## src/rtl/es_pkg.sv

```systemverilog
// Shared types and defaults for the controlador_es I/O handshake controller.
package es_pkg;

    localparam int DEBOUNCE_CYCLES_DEF = 50000;
    localparam int DATA_WIDTH_DEF      = 28;

    typedef enum logic [1:0] {
        EXECUTA = 2'd0,
        ESPERA  = 2'd1,
        LIBERA  = 2'd2,
        PARADO  = 2'd3
    } estado_es_t;

endpackage

```

## src/rtl/controlador_es_if.sv

```systemverilog
// Bundle between the CPU control unit and controlador_es: instruction decode
// and output bus in, clock enable, display latch and status LEDs out.
interface controlador_es_if
    import es_pkg::*;
#(
    parameter int DATA_WIDTH = DATA_WIDTH_DEF
);

    logic                  OpIn;
    logic                  OpOut;
    logic                  OpHalt;
    logic [DATA_WIDTH-1:0] dado_saida;
    logic                  cpu_enable;
    logic [DATA_WIDTH-1:0] display_reg;
    logic                  esperando;
    logic                  parado;

    modport master (
        output OpIn, OpOut, OpHalt, dado_saida,
        input  cpu_enable, display_reg, esperando, parado
    );

    modport slave (
        input  OpIn, OpOut, OpHalt, dado_saida,
        output cpu_enable, display_reg, esperando, parado
    );

endinterface

```

## src/rtl/debouncer_botao.sv

```systemverilog
// Synchronizes and debounces the active-low confirm button; emits a one-cycle
// confirma pulse on each accepted press (release produces no pulse).
module debouncer_botao #(
    parameter int DEBOUNCE_CYCLES = 50000
) (
    input  logic clock,
    input  logic reset,
    input  logic botao,
    output logic estavel,
    output logic confirma
);

    localparam int CNT_W = $clog2(DEBOUNCE_CYCLES + 1);

    logic             sync1;
    logic             sync2;
    logic             amostra;
    logic [CNT_W-1:0] contador;

    assign amostra = ~sync2;

    always_ff @(posedge clock) begin
        if (reset) begin
            sync1 <= 1'b1;
            sync2 <= 1'b1;
        end else begin
            sync1 <= botao;
            sync2 <= sync1;
        end
    end

    // The level flips on the DEBOUNCE_CYCLES-th consecutive differing sample.
    always_ff @(posedge clock) begin
        if (reset) begin
            estavel  <= 1'b0;
            contador <= '0;
            confirma <= 1'b0;
        end else begin
            confirma <= 1'b0;
            if (amostra == estavel) begin
                contador <= '0;
            end else if (contador == CNT_W'(DEBOUNCE_CYCLES - 1)) begin
                estavel  <= amostra;
                contador <= '0;
                confirma <= amostra;
            end else begin
                contador <= contador + 1'b1;
            end
        end
    end

endmodule

```

## src/rtl/controlador_es.sv

```systemverilog
// CPU clock-enable controller: stalls on IN until a debounced press, latches OUT
// values, stops on HALT. Define ES_OUT_PAUSE_EN to make OUT stall like IN.
module controlador_es
    import es_pkg::*;
#(
    parameter int DEBOUNCE_CYCLES = DEBOUNCE_CYCLES_DEF,
    parameter int DATA_WIDTH      = DATA_WIDTH_DEF
) (
    input  logic             clock,
    input  logic             reset,
    input  logic             botao,
    controlador_es_if.slave  bus
);

    estado_es_t            estado;
    estado_es_t            proximo;
    logic                  estavel;
    logic                  confirma;
    logic                  pausa_op;
    logic                  esperando_q;
    logic                  parado_q;
    logic [DATA_WIDTH-1:0] display_q;

    debouncer_botao #(
        .DEBOUNCE_CYCLES (DEBOUNCE_CYCLES)
    ) u_debouncer (
        .clock    (clock),
        .reset    (reset),
        .botao    (botao),
        .estavel  (estavel),
        .confirma (confirma)
    );

`ifdef ES_OUT_PAUSE_EN
    assign pausa_op = bus.OpIn | bus.OpOut;
`else
    assign pausa_op = bus.OpIn;
`endif

    always_ff @(posedge clock) begin
        if (reset) begin
            estado <= EXECUTA;
        end else begin
            estado <= proximo;
        end
    end

    // confirma and estavel rise on the same edge, so the guard only rejects a stray pulse.
    always_comb begin
        proximo = estado;
        case (estado)
            EXECUTA: begin
                if (bus.OpHalt) begin
                    proximo = PARADO;
                end else if (pausa_op) begin
                    proximo = ESPERA;
                end
            end
            ESPERA: begin
                if (confirma && estavel) begin
                    proximo = LIBERA;
                end
            end
            LIBERA:  proximo = EXECUTA;
            PARADO:  proximo = PARADO;
            default: proximo = EXECUTA;
        endcase
    end

    always_comb begin
        bus.cpu_enable = 1'b0;
        if (!reset) begin
            case (estado)
                EXECUTA: bus.cpu_enable = !bus.OpHalt && !pausa_op;
                LIBERA:  bus.cpu_enable = 1'b1;
                default: bus.cpu_enable = 1'b0;
            endcase
        end
    end

    always_ff @(posedge clock) begin
        if (reset) begin
            esperando_q <= 1'b0;
            parado_q    <= 1'b0;
            display_q   <= '0;
        end else begin
            esperando_q <= (proximo == ESPERA);
            parado_q    <= (proximo == PARADO);
            if (estado == EXECUTA && bus.OpOut) begin
                display_q <= bus.dado_saida;
            end
        end
    end

    assign bus.esperando   = esperando_q;
    assign bus.parado      = parado_q;
    assign bus.display_reg = display_q;

endmodule
```

## src/flat_wrapper.sv

```systemverilog
// flat-port wrapper written by rule: the top's interface ports become plain ports
module controlador_es_flat import es_pkg::*;
#(
    parameter int DEBOUNCE_CYCLES = DEBOUNCE_CYCLES_DEF,
    parameter int DATA_WIDTH      = DATA_WIDTH_DEF
)
  (clock, reset, botao, bus_OpIn, bus_OpOut, bus_OpHalt, bus_dado_saida, bus_cpu_enable, bus_display_reg, bus_esperando, bus_parado);
  controlador_es_if #(.DATA_WIDTH(DATA_WIDTH)) bus_i ();
  input  logic clock;
  input  logic reset;
  input  logic botao;
  input wire logic [$bits(bus_i.OpIn)-1:0] bus_OpIn;
  input wire logic [$bits(bus_i.OpOut)-1:0] bus_OpOut;
  input wire logic [$bits(bus_i.OpHalt)-1:0] bus_OpHalt;
  input wire logic [$bits(bus_i.dado_saida)-1:0] bus_dado_saida;
  output wire logic [$bits(bus_i.cpu_enable)-1:0] bus_cpu_enable;
  output wire logic [$bits(bus_i.display_reg)-1:0] bus_display_reg;
  output wire logic [$bits(bus_i.esperando)-1:0] bus_esperando;
  output wire logic [$bits(bus_i.parado)-1:0] bus_parado;
  assign bus_i.OpIn = bus_OpIn;
  assign bus_i.OpOut = bus_OpOut;
  assign bus_i.OpHalt = bus_OpHalt;
  assign bus_i.dado_saida = bus_dado_saida;
  assign bus_cpu_enable = bus_i.cpu_enable;
  assign bus_display_reg = bus_i.display_reg;
  assign bus_esperando = bus_i.esperando;
  assign bus_parado = bus_i.parado;
  controlador_es #(.DEBOUNCE_CYCLES(DEBOUNCE_CYCLES), .DATA_WIDTH(DATA_WIDTH)) u_core (.clock(clock), .reset(reset), .botao(botao), .bus(bus_i));
endmodule
```

## config.mk

```make
export PLATFORM = sky130hd
export DESIGN_NAME = controlador_es_flat
export DESIGN_NICKNAME = d
export VERILOG_FILES = /design/src/rtl/es_pkg.sv /design/src/rtl/controlador_es_if.sv /design/src/rtl/debouncer_botao.sv /design/src/rtl/controlador_es.sv /design/src/flat_wrapper.sv
export SDC_FILE = /design/constraint.sdc
export NUM_CORES = 1
export LEC_CHECK = 0
export CORE_MARGIN = 2
export CORE_UTILIZATION = 41
export DETAILED_ROUTE_END_ITERATION = 10
export GPL_TIMING_DRIVEN = 0
export PLACE_DENSITY_LB_ADDON = 0.1
export SETUP_SLACK_MARGIN = 0.5
export SLEW_MARGIN = 20
export SYNTH_ARGS = -nofsm -noshare
export SYNTH_HDL_FRONTEND = slang
export SYNTH_SLANG_ARGS = --single-unit
```

## constraint.sdc

```tcl
create_clock -name clock -period 1.6 [get_ports clock]
set_clock_uncertainty 0.1 [all_clocks]
set_input_delay 0.4 -clock clock [delete_from_list [all_inputs] [get_ports clock]]
set_output_delay 0.4 -clock clock [all_outputs]
set_load 0.01 [all_outputs]
```

==> impl_metrics.tcl <==
set metrics [dict create \
    cts.htree.levels 2 \
    maxSlewHeadroom_pct 77.47 \
    clk_pin_slew_ns 0.10 \
    peak_vdd_ir_mv 0.6190 \
    detail-route-antenna-nets 0 \
    worst_skew_pair.late_latency_ns 0.30 \
    largest_register_ffs 28 \
    numCtsBuffers 5 \
    clockBufferDepth 2 \
    ys_top_cells_by_area "sky130_fd_sc_hd__dfxtp_1 (53%), sky130_fd_sc_hd__nand2_1 (12%), sky130_fd_sc_hd__a21oi_1 (8.1%)" \
    post_cts_hold_buffer_count 0 \
    drt_first_iter_violations 104 \
    dpl.hpwl_um 3170 \
    post_synth_instance_area_um2 1977 \
    multi_input_comb_area_um2 1314 \
    die-area_um2 5393 \
    seqCellArea_um2 1101 \
    postSynthAreaPerCell_um2 8.412 \
    crit_required_ns 1.70 \
    finalHoldViolations 0 \
    post_route_cells_drive_above_1_share_pct 62.14 \
    static-leakage-power_nw 1.522 \
    cts_tree "yes" \
    drc_errors_left 0 \
    syn_to_final_growth_pct 90.44 \
    synthDominantCellAreaShare_pct 52.66 \
    yosys.area.top_type "sky130_fd_sc_hd__dfxtp_1" \
    route.vias.total 2100 \
    power_mw 3.081 \
    ys_seq_elements 52 \
    worstSetupEndpointType "flip-flop" \
    core-area_um2 4692 \
    io_pins 65 \
    first_global_vias 1863 \
    grt-ovfl-total 0 \
    maximum_number_of_pins_on_one_net_before_global_route_repair 16 \
    avgRoutedWirePerCell_um 17.37 \
    power-per-cell-area_nw_per_um2 818.4 \
    track_usage_pct 19.71 \
    routabilityCongestion 0.7319 \
    period_minus_slack_ns 1.501 \
    worst-setup-path-type "reg2reg" \
    timing.fmax_ghz 0.6663 \
    clockRootBuffer "sky130_fd_sc_hd__clkbuf_8" \
    count_of_max_cap_constraint_violations 0 \
    postSynth.topFlopCell "sky130_fd_sc_hd__dfxtp_1" \
    die_w_um 73.44 \
    synth.cells.most_frequent "sky130_fd_sc_hd__nand2_1 (65), sky130_fd_sc_hd__dfxtp_1 (52), sky130_fd_sc_hd__a21oi_1 (32)" \
    finalHoldWorstSlack_ns 0.2954 \
    worst_slew_pin_slew_ns 0.3379 \
    post_synth_inst_count 235 \
    synth_async_sr_flop_share_pct 0 \
    synth-edff-count 0 \
    synth.distinct_cells 29 \
    finalSetupViolations 0 \
    place.port_buffers 63 \
    yosysSeqAreaShare_pct 52.66 \
    layout_worst_path_cycle_share_pct 93.80 \
    fp-row-count 25 \
    rsz_0062_raised_after_global_routing "true" \
    drt_first_pass_iters 4 \
    ys_warn_count 0 \
    path_max_fanout 7 \
    startpoint_type "flip-flop" \
    yosys.cell_count.top_type "sky130_fd_sc_hd__nand2_1" \
    number_of_antenna_violations_at_the_first_check_in_global_routing 0 \
    start_util_pct 42.13 \
    routed_wirelength_um 6949 \
    fillers 296 \
    syn-num-nets 270 \
    timing.final.max_slew_violations 0 \
    detail_route.vias_per_cell 5.250 \
    status "complete, no violations" \
    layout.nets 380 \
    grt_first_pass_wirelength_um 8411 \
    insertedDiodeCount 0 \
    die_height_um 73.44 \
    worst_ep_arrival_time_ns 1.60 \
    worst_hold_path_type "in2reg" \
    clock_sink_count 52 \
]
power breakdown:
part	switching [mW]	total, mW	internal, mW
registers	0.0483	1.41	1.36
logic	0.337	0.766	0.430
clock network	0.440	0.905	0.465
final cells by class:
cell class	count	share of cell area (%)
Multi-Input combinational cell	171	34.90
Sequential cell	52	29.25
Timing Repair Buffer	102	27.72
Buffer	10	3.190
Clock buffer	6	1.928
Tap cell	54	1.795
Clock inverter	2	0.9305
Inverter	3	0.2991
critical path: stages (launching register included):
cell and delay (ns):
sky130_fd_sc_hd__dfxtp_4 0.40, sky130_fd_sc_hd__ha_4 0.15, sky130_fd_sc_hd__nand3_4 0.12, sky130_fd_sc_hd__nor3_4 0.25
sky130_fd_sc_hd__a21bo_4 0.19, sky130_fd_sc_hd__buf_6 0.13, sky130_fd_sc_hd__nor2_1 0.04
routing by layer:
layer  up-vias  GRT usage (%)  part of all wire [%]
met5         -              0                     0
met2        60          32.84                    52
met3        18          3.841                   4.4
met1      1023          24.87                    41
met4         0          8.081                   2.1
li1        999              -                     -
cell usage in the layout, fill, tap and decap left out, drive strengths merged:
cell type and n:
or2 3, nand2b 1, nand2 66, xor2 2
a21oi 32, dlygate4sd2 1, ha 1, or3 1
xnor2 12, nor2b 1, buf 77, and3 3
inv 3, nor4 5, nor2 19, a21boi 1
o21ai 2, nor4b 1, a21bo 1, dfxtp 52
clkbuf 11, and2 3, bufinv 1, nand3 6
clkinv 1, nor3 8, nand4 3, clkdlybuf4s50 29
through the flow:
stage / cell area [um2] / cells / setup WS, ns / TNS [ns] / util [%]
detailed placement: 2760 / 352 / -0.6225 / -2.363 / 58.83
global placement: 2760 / 352 / -0.6206 / -2.047 / 58.83
global route: 3765 / 400 / 0.03646 / 0 / 80.24
finish: 3765 / 400 / 0.09923 / 0 / 80.24
CTS: 3292 / 384 / 0.09271 / 0 / 70.16
floorplan: 2062 / 235 / 0.1453 / 0 / -
what timing repair did:
| item | 4_1_cts | 5_1_grt |
|---|---|---|
| resized for setup | 236 | 90 |
| endpoints found under the setup margin | 80 | 81 |
| setup buffers | 20 | 14 |
| pin swaps | 19 | 47 |
| hold endpoints to repair | 0 | 0 |
| gates cloned | 4 | 2 |
cell families (layout without fill, tap and decap cells):
group | after synthesis | count (layout) | synth area share (%)
buffers and inverters | 13 | 123 | 3.038
xor gates and xnor gates | 14 | 14 | 6.203
AOI/OAI and AO/OA | 36 | 36 | 9.810
adders and majority gates | 1 | 1 | 0.6328
and+or+nand+nor | 119 | 120 | 27.66
DFF | 52 | 52 | 52.66
final timing paths:
| check | startpoint | end | slack, ns | depth (start not counted) |
|---|---|---|---|---|
| max | u_core.u_debouncer.contador[0] | u_core.u_debouncer.contador[10] | 0.1 | 6 |
| min | bus_OpHalt | u_core.bus.parado | 0.30 | 3 |
| max reg2reg | u_core.u_debouncer.contador[0] | u_core.u_debouncer.contador[10] | 0.1 | 6 |
| min reg2reg | u_core.u_debouncer.sync1 | u_core.u_debouncer.sync2 | 0.33 | 1 |
Note: power is estimated with default switching activity, not from simulation.
